===== config.mk =====
export PLATFORM = sky130hd
export DESIGN_NAME = spi_state_machine
export DESIGN_NICKNAME = d
export VERILOG_FILES = /design/src/rtl/spi_state_machine.sv
export SDC_FILE = /design/constraint.sdc
export NUM_CORES = 1
export LEC_CHECK = 0
export CAP_MARGIN = 20
export CORE_MARGIN = 8
export CORE_UTILIZATION = 55
export DETAILED_ROUTE_END_ITERATION = 16
export GPL_TIMING_DRIVEN = 0
export PLACE_DENSITY = 0.82
export RECOVER_POWER = 25
export REMOVE_ABC_BUFFERS = 1
export SETUP_SLACK_MARGIN = 0.4
export SLEW_MARGIN = 20
export SYNTH_ARGS = -nofsm -noshare
export SYNTH_HDL_FRONTEND = slang
export SYNTH_SLANG_ARGS = --single-unit

===== constraint.sdc =====
create_clock -name clk -period 4.1 [get_ports clk]
set_input_delay 0.82 -clock clk [delete_from_list [all_inputs] [get_ports clk]]
set_output_delay 0.82 -clock clk [all_outputs]
set_load 0.01 [all_outputs]

===== src/rtl/spi_state_machine.sv =====
`default_nettype none
// ============================================================================
//  Module   : spi_state_machine
//  Purpose  : Free-running write-only SPI master (mode 0). Serialises data_in
//             MSB-first with sclk = clk/2, framed by active-low chip select.
//  Revision : 1.0  initial release
// ============================================================================
module spi_state_machine #(
    parameter int DATA_WIDTH = 16
) (
    input  logic                  clk,
    input  logic                  reset,
    input  logic [DATA_WIDTH-1:0] data_in,
    output logic                  spi_sclk,
    output logic                  spi_cs_l,
    output logic                  spi_data,
    output logic [5:0]            counter
);

    typedef enum logic [1:0] {
        ST_IDLE  = 2'd0,
        ST_LOAD  = 2'd1,
        ST_SHIFT = 2'd2,
        ST_DONE  = 2'd3
    } state_t;

    localparam logic [5:0] c_last_count = 6'(2 * DATA_WIDTH - 1);

    state_t                r_state;
    logic [DATA_WIDTH-1:0] r_shift;
    logic [DATA_WIDTH-1:0] w_shift_next;

    // The next bit to present is always the MSB of the word shifted once more.
    assign w_shift_next = r_shift << 1;

    always_ff @(posedge clk) begin
        if (reset) begin
            r_state  <= ST_IDLE;
            r_shift  <= '0;
            spi_cs_l <= 1'b1;
            spi_sclk <= 1'b0;
            spi_data <= 1'b0;
            counter  <= 6'd0;
        end else begin
            case (r_state)
                ST_IDLE: begin
                    spi_cs_l <= 1'b1;
                    spi_sclk <= 1'b0;
                    spi_data <= 1'b0;
                    counter  <= 6'd0;
                    r_state  <= ST_LOAD;
                end
                ST_LOAD: begin
                    r_shift  <= data_in;
                    spi_cs_l <= 1'b0;
                    spi_sclk <= 1'b0;
                    spi_data <= data_in[DATA_WIDTH-1];
                    counter  <= 6'd0;
                    r_state  <= ST_SHIFT;
                end
                ST_SHIFT: begin
                    if (counter == c_last_count) begin
                        spi_sclk <= 1'b0;
                        counter  <= 6'd0;
                        r_state  <= ST_DONE;
                    end else begin
                        spi_sclk <= ~spi_sclk;
                        counter  <= counter + 6'd1;
                        // Odd index = sclk falling edge: advance to next bit.
                        if (counter[0]) begin
                            r_shift  <= w_shift_next;
                            spi_data <= w_shift_next[DATA_WIDTH-1];
                        end
                    end
                end
                ST_DONE: begin
                    spi_cs_l <= 1'b1;
                    spi_sclk <= 1'b0;
                    spi_data <= 1'b0;
                    counter  <= 6'd0;
                    r_state  <= ST_IDLE;
                end
                default: begin
                    r_state <= ST_IDLE;
                end
            endcase
        end
    end

endmodule
`default_nettype wire


### Word-level counts from Yosys, hierarchy flattened

Cells that the tools add are included.

* bits in registers: 26
* input bits: 18
* output and inout bits: 9
* logic and storage cells: 35

* add/subtract/negate cells: 1
* eq/ne operators: 7
* muxes and demuxes: 13
* bitwise logic cells: 1
* reductions and logical operators: 7

Operators with widths (number)
* two-way mux 15 bit: 2
* one-hot mux 15 bit (2 select lines): 1
* one-hot mux 6 bit (2 select lines): 1
* one-hot mux 2 bit (4 select lines): 1
* adder 6 x 1 -> 6 bit (second input constant): 1
* == test 6 x 5 -> 1 bit (second input constant): 1
* two-way mux 6 bit: 1
* != test 2 bit (second input constant): 3
* == test 2 bit (second input constant): 2
* one-hot mux 1 bit (2 select lines): 2
* nonzero test 2 bit: 2
* two-way mux 1 bit: 3
* one-hot mux 1 bit (3 select lines): 1
* AND reduction 3 bit: 1
* OR reduction 3 bit: 1
* == test 2 x 1 -> 1 bit (second input constant): 1
* logical NOT 2 bit: 1
* two-way mux 2 bit: 1
* AND reduction 2 bit: 1
* OR reduction 2 bit: 1
* inverter 1 bit: 1

### Longest topological paths before layout

* word-level depth: 3
* gate-level depth with buffers: 8
* depth with buffers taken out: 5

### Worst setup path after synthesis

Ideal clock, no wire load.

* path type: register -> register
* start point: register r_state[0]
* end point: register r_shift[10]
* setup time: 0.155 ns
* arrival: 1.491 ns
* required time: 3.945 ns
* slack: 2.454 ns
* stages on the path, launching flop included: 8
* clock period less this slack: 1.646 ns
* cells stage by stage: dfxtp_1 -> inv_1 -> ha_1 -> buf_4 -> mux2_2 -> buf_2 -> o221ai_1 -> a311oi_2

* longest elaborated chain between the ends: 3
* elaborated cells between the ends (all ways): 7

Ends and longest elaborated chain
* from (decl): RTL line 29 `state_t r_state;`
* from (signal assigned): RTL line 38 `r_state <= ST_IDLE;`
* from (signal assigned): RTL line 51 `r_state <= ST_LOAD;`
* from (signal assigned): RTL line 59 `r_state <= ST_SHIFT;`
* == test 2 bit or == test 2 x 1 -> 1 bit (tied branches): RTL line 45 `case (r_state)`
* != test 2 bit (no line) or nonzero test 2 bit (tied branches)
* AND reduction 3 bit (no line)
* to (signal assigned): RTL line 54 `r_shift <= data_in;`
* to (signal assigned): RTL line 71 `r_shift <= w_shift_next;`
* to (decl): RTL line 30 `logic [DATA_WIDTH-1:0] r_shift;`

Parallel ways exist; a longest one is shown, timed or not.
A chain may end at the register's enable or synchronous reset.

### Worst setup path in the final report

* start point: register counter[0]
* end point: output port counter[0]

RTL lines
* from (decl): RTL line 17 `output logic [5:0] counter`
* from (signal assigned): RTL line 68 `counter <= counter + 6'd1;`

No word-level cell between the ends.

==> flow_metrics.py <==
metrics = {
    "run_status": {
        "status": "completed",
    },
    "die": {
        "core_area_mm2": 0.00245,
        "die_x_um": 66.7,
        "rows": 18,
        "dieArea_mm2": 0.00445,
        "chipHeight_um": 66.7,
        "start_util_pct": 57.6,
        "pin_count": 27,
    },
    "yosys": {
        "seq_area_frac_synth_pct": 36.8,
        "synthTopCellsByArea": "dfxtp_1 37%, o221ai_1 8.7%, a311oi_2 8.5%",
        "post-synth-top-count-cell": "dfxtp_1",
        "synth-simple-area-share_pct": 20.0,
        "synth_compound_area_share_pct": 25.7,
        "async_flop_share_pct": 0,
        "synth_top_flop_cell": "dfxtp_1",
        "ys_types": 37,
        "synthesis.area_mm2": 0.00141,
        "synthXorXnorAreaFrac_pct": 1.86,
        "synth_fa_ha_area_share_pct": 6.19,
        "synth_top_family_by_area": "compound AO/OA/AOI/OAI gates",
        "netlist_instances": 148,
        "synthMuxAreaShare_pct": 3.01,
        "synth.yosys.warnings": 0,
        "yosysTopAreaCellShare_pct": 36.8,
        "yosysTopAreaCell": "dfxtp_1",
        "ys_seq_elements": 26,
        "synth_common_cells": "26 x dfxtp_1, 19 x nor2_1, 15 x nor4_1",
        "avgSynthCellArea_um2": 9.55,
        "synth-edff-count": 0,
    },
    "setup_path": {
        "cp-start-kind": "flip-flop",
        "crit_path_end_kind": "output port",
        "timing.rr.end": "r_state[0]",
        "required_ps": 3280,
        "rrSetupSlack_ps": 1390,
        "max_stage_delay_ps": 930,
        "path_class": "flip-flop to output port",
        "crit_fanout": 21,
        "worst_path_max_delay_cell": "dfxtp_1",
        "crit_arrival_ps": 1930,
        "r2r_start": "counter[0]",
        "r2r.worst_path.cells": 4,
        "path_cells": "clkdlybuf4s50_1",
        "timing.critical_path.buf_inv": 1,
        "path_delay_family": "flip-flops",
    },
    "grt": {
        "busiest_layer": "met2",
        "grt_remaining_overflow": 0,
        "grt_max_degree": 30,
        "antenna_found_initial": 0,
        "use_met3_pct": 3.69,
        "use_met2_pct": 28.8,
        "grt_pass1_wl_um": 5760,
        "use_met1_pct": 18.9,
        "grt_pass1_vias": 1217,
        "grt_util_all_layers_pct": 16.4,
    },
    "sta": {
        "fin_crit_ps": 2750,
        "fin_crit_sh_pct": 67.0,
        "maxSlewViolCount": 0,
        "setup_viol": 0,
        "fmax_ghz": 0.364,
        "grt_setup_unrepaired": "false",
        "slew-limit-headroom_pct": 40.9,
        "tightestPinTransition_ps": 885,
        "tns_ps": 0,
        "hold_viol": 0,
        "skew_ps": 6.48,
    },
    "detailed_routing": {
        "num_vias": 1269,
        "first_iter_violations": 93,
        "antenna_left": 0,
        "viasPerCell": 6.54,
        "detail_route.first_pass.iterations": 4,
        "post_drt_wl_per_cell_um": 17.9,
        "wl_um": 3470,
        "drc_errors": 0,
    },
    "pwr": {
        "ir_drop_v": 0.000339,
        "power.density_mw_per_mm2": 556,
        "cellLeakagePower_uw": 0.000593,
    },
    "clocking": {
        "numCtsBuffers": 3,
        "clock-sinks": 26,
        "cts_tree": "built",
        "cts_max_level": 1,
        "clock_latency_ps": 320,
        "root_buffer": "clkbuf_4",
        "holdBufCountCts": 0,
        "post_cts_resized": 0,
        "clk_pin_slew_ps": 130,
        "cts_buffer_depth": 2,
        "post-cts-setup-buffers": 0,
    },
    "placement": {
        "gp_congestion": 0.742,
        "portBuffers": 26,
        "dp_hpwl_um": 2430,
    },
    "finish": {
        "layout.nets": 190,
        "fin_util_pct": 68.1,
        "syn_to_final_growth_pct": 18.2,
        "layout-drive-gt1-share_pct": 9.76,
        "diodes": 0,
    },
    "flow_run": {
        "cap_viol_max_count": 0,
    },
    "hold_path": {
        "whs_endpoint": "spi_sclk",
        "min_path_type": "flip-flop to flip-flop",
        "hold_depth": 1,
        "hold_path_startpoint": "spi_sclk",
    },
}
==> final cells by class <==
class / instances / area, um2
clock buffers: 4 / 36.3
fillers: 199 / 783
inverters: 4 / 15.0
multi-input cells: 104 / 802
flip-flops and latches: 26 / 520
well taps: 30 / 37.5
repair buffers: 26 / 260
==> cells by family (layout without fill, tap and decap cells) <==
group	count (synthesis)	count (layout)
AND/OR/NAND/NOR	52	52
AO/OA/AOI/OAI	38	38
flip-flops	26	26
buffers and inverters	18	34
adder cells (fa/ha/maj)	7	7
multiplexers	4	4
XOR/XNOR	3	3
==> cell usage in the layout, fill, tap and decap left out, types with 5 or more instances in the layout <==
cell | netlist | final
dlygate4sd3_1 | 0 | 6
nor4_1 | 15 | 15
a311oi_2 | 8 | 8
o221ai_1 | 14 | 14
ha_1 | 7 | 7
clkdlybuf4s50_1 | 0 | 20
nor2_1 | 19 | 19
a311oi_1 | 6 | 6
dfxtp_1 | 26 | 26
nand2_1 | 5 | 5
==> stage by stage <==
step           cells  hold slack (ps)  power, uW  area, um2  worst slack [ps]
6_report         194              422        930       1670              1350
5_1_grt          194              460       1000       1670              1200
4_1_cts          194              428        939       1670              1340
3_5_place_dp     190              409        812       1640              1430
3_3_place_gp     190              400        780       1640              1500
2_1_floorplan    134              443        677       1340              1910
==> power by group <==
part / leakage, uW / switching [uW] / total, uW / internal (uW)
combinational: 0.000358 / 199 / 362 / 163
clock: 0.0000210 / 74.8 / 129 / 54.3
sequential: 0.000213 / 95.3 / 439 / 343
total: 0.000593 / 370 / 930 / 561
==> worst max path at each step <==
stage	startpoint	to	slack [ps]	depth (start not counted)
2_1_floorplan	counter[0]	r_state[0]	1910	4
6_report	counter[0]	counter[0]	1350	1
5_1_grt	counter[0]	r_state[0]	1200	4
3_5_place_dp	counter[0]	r_state[0]	1430	4
4_1_cts	counter[0]	counter[0]	1340	1
3_3_place_gp	counter[0]	r_shift[9]	1500	4
==> routing by layer <==
metal	vias up	wire length [um]
li1	612	-
met1	623	1440
met2	29	1790
met3	5	196
met4	0	41
met5	-	0
==> sequential cells by signal (all words and copies together) (netlist names) <==
| name | cells |
|---|---|
| r_shift | 15 |
| counter | 6 |
| r_state | 2 |
| spi_cs_l | 1 |
| spi_data | 1 |
| spi_sclk | 1 |
(Power assumes the default switching activity.)
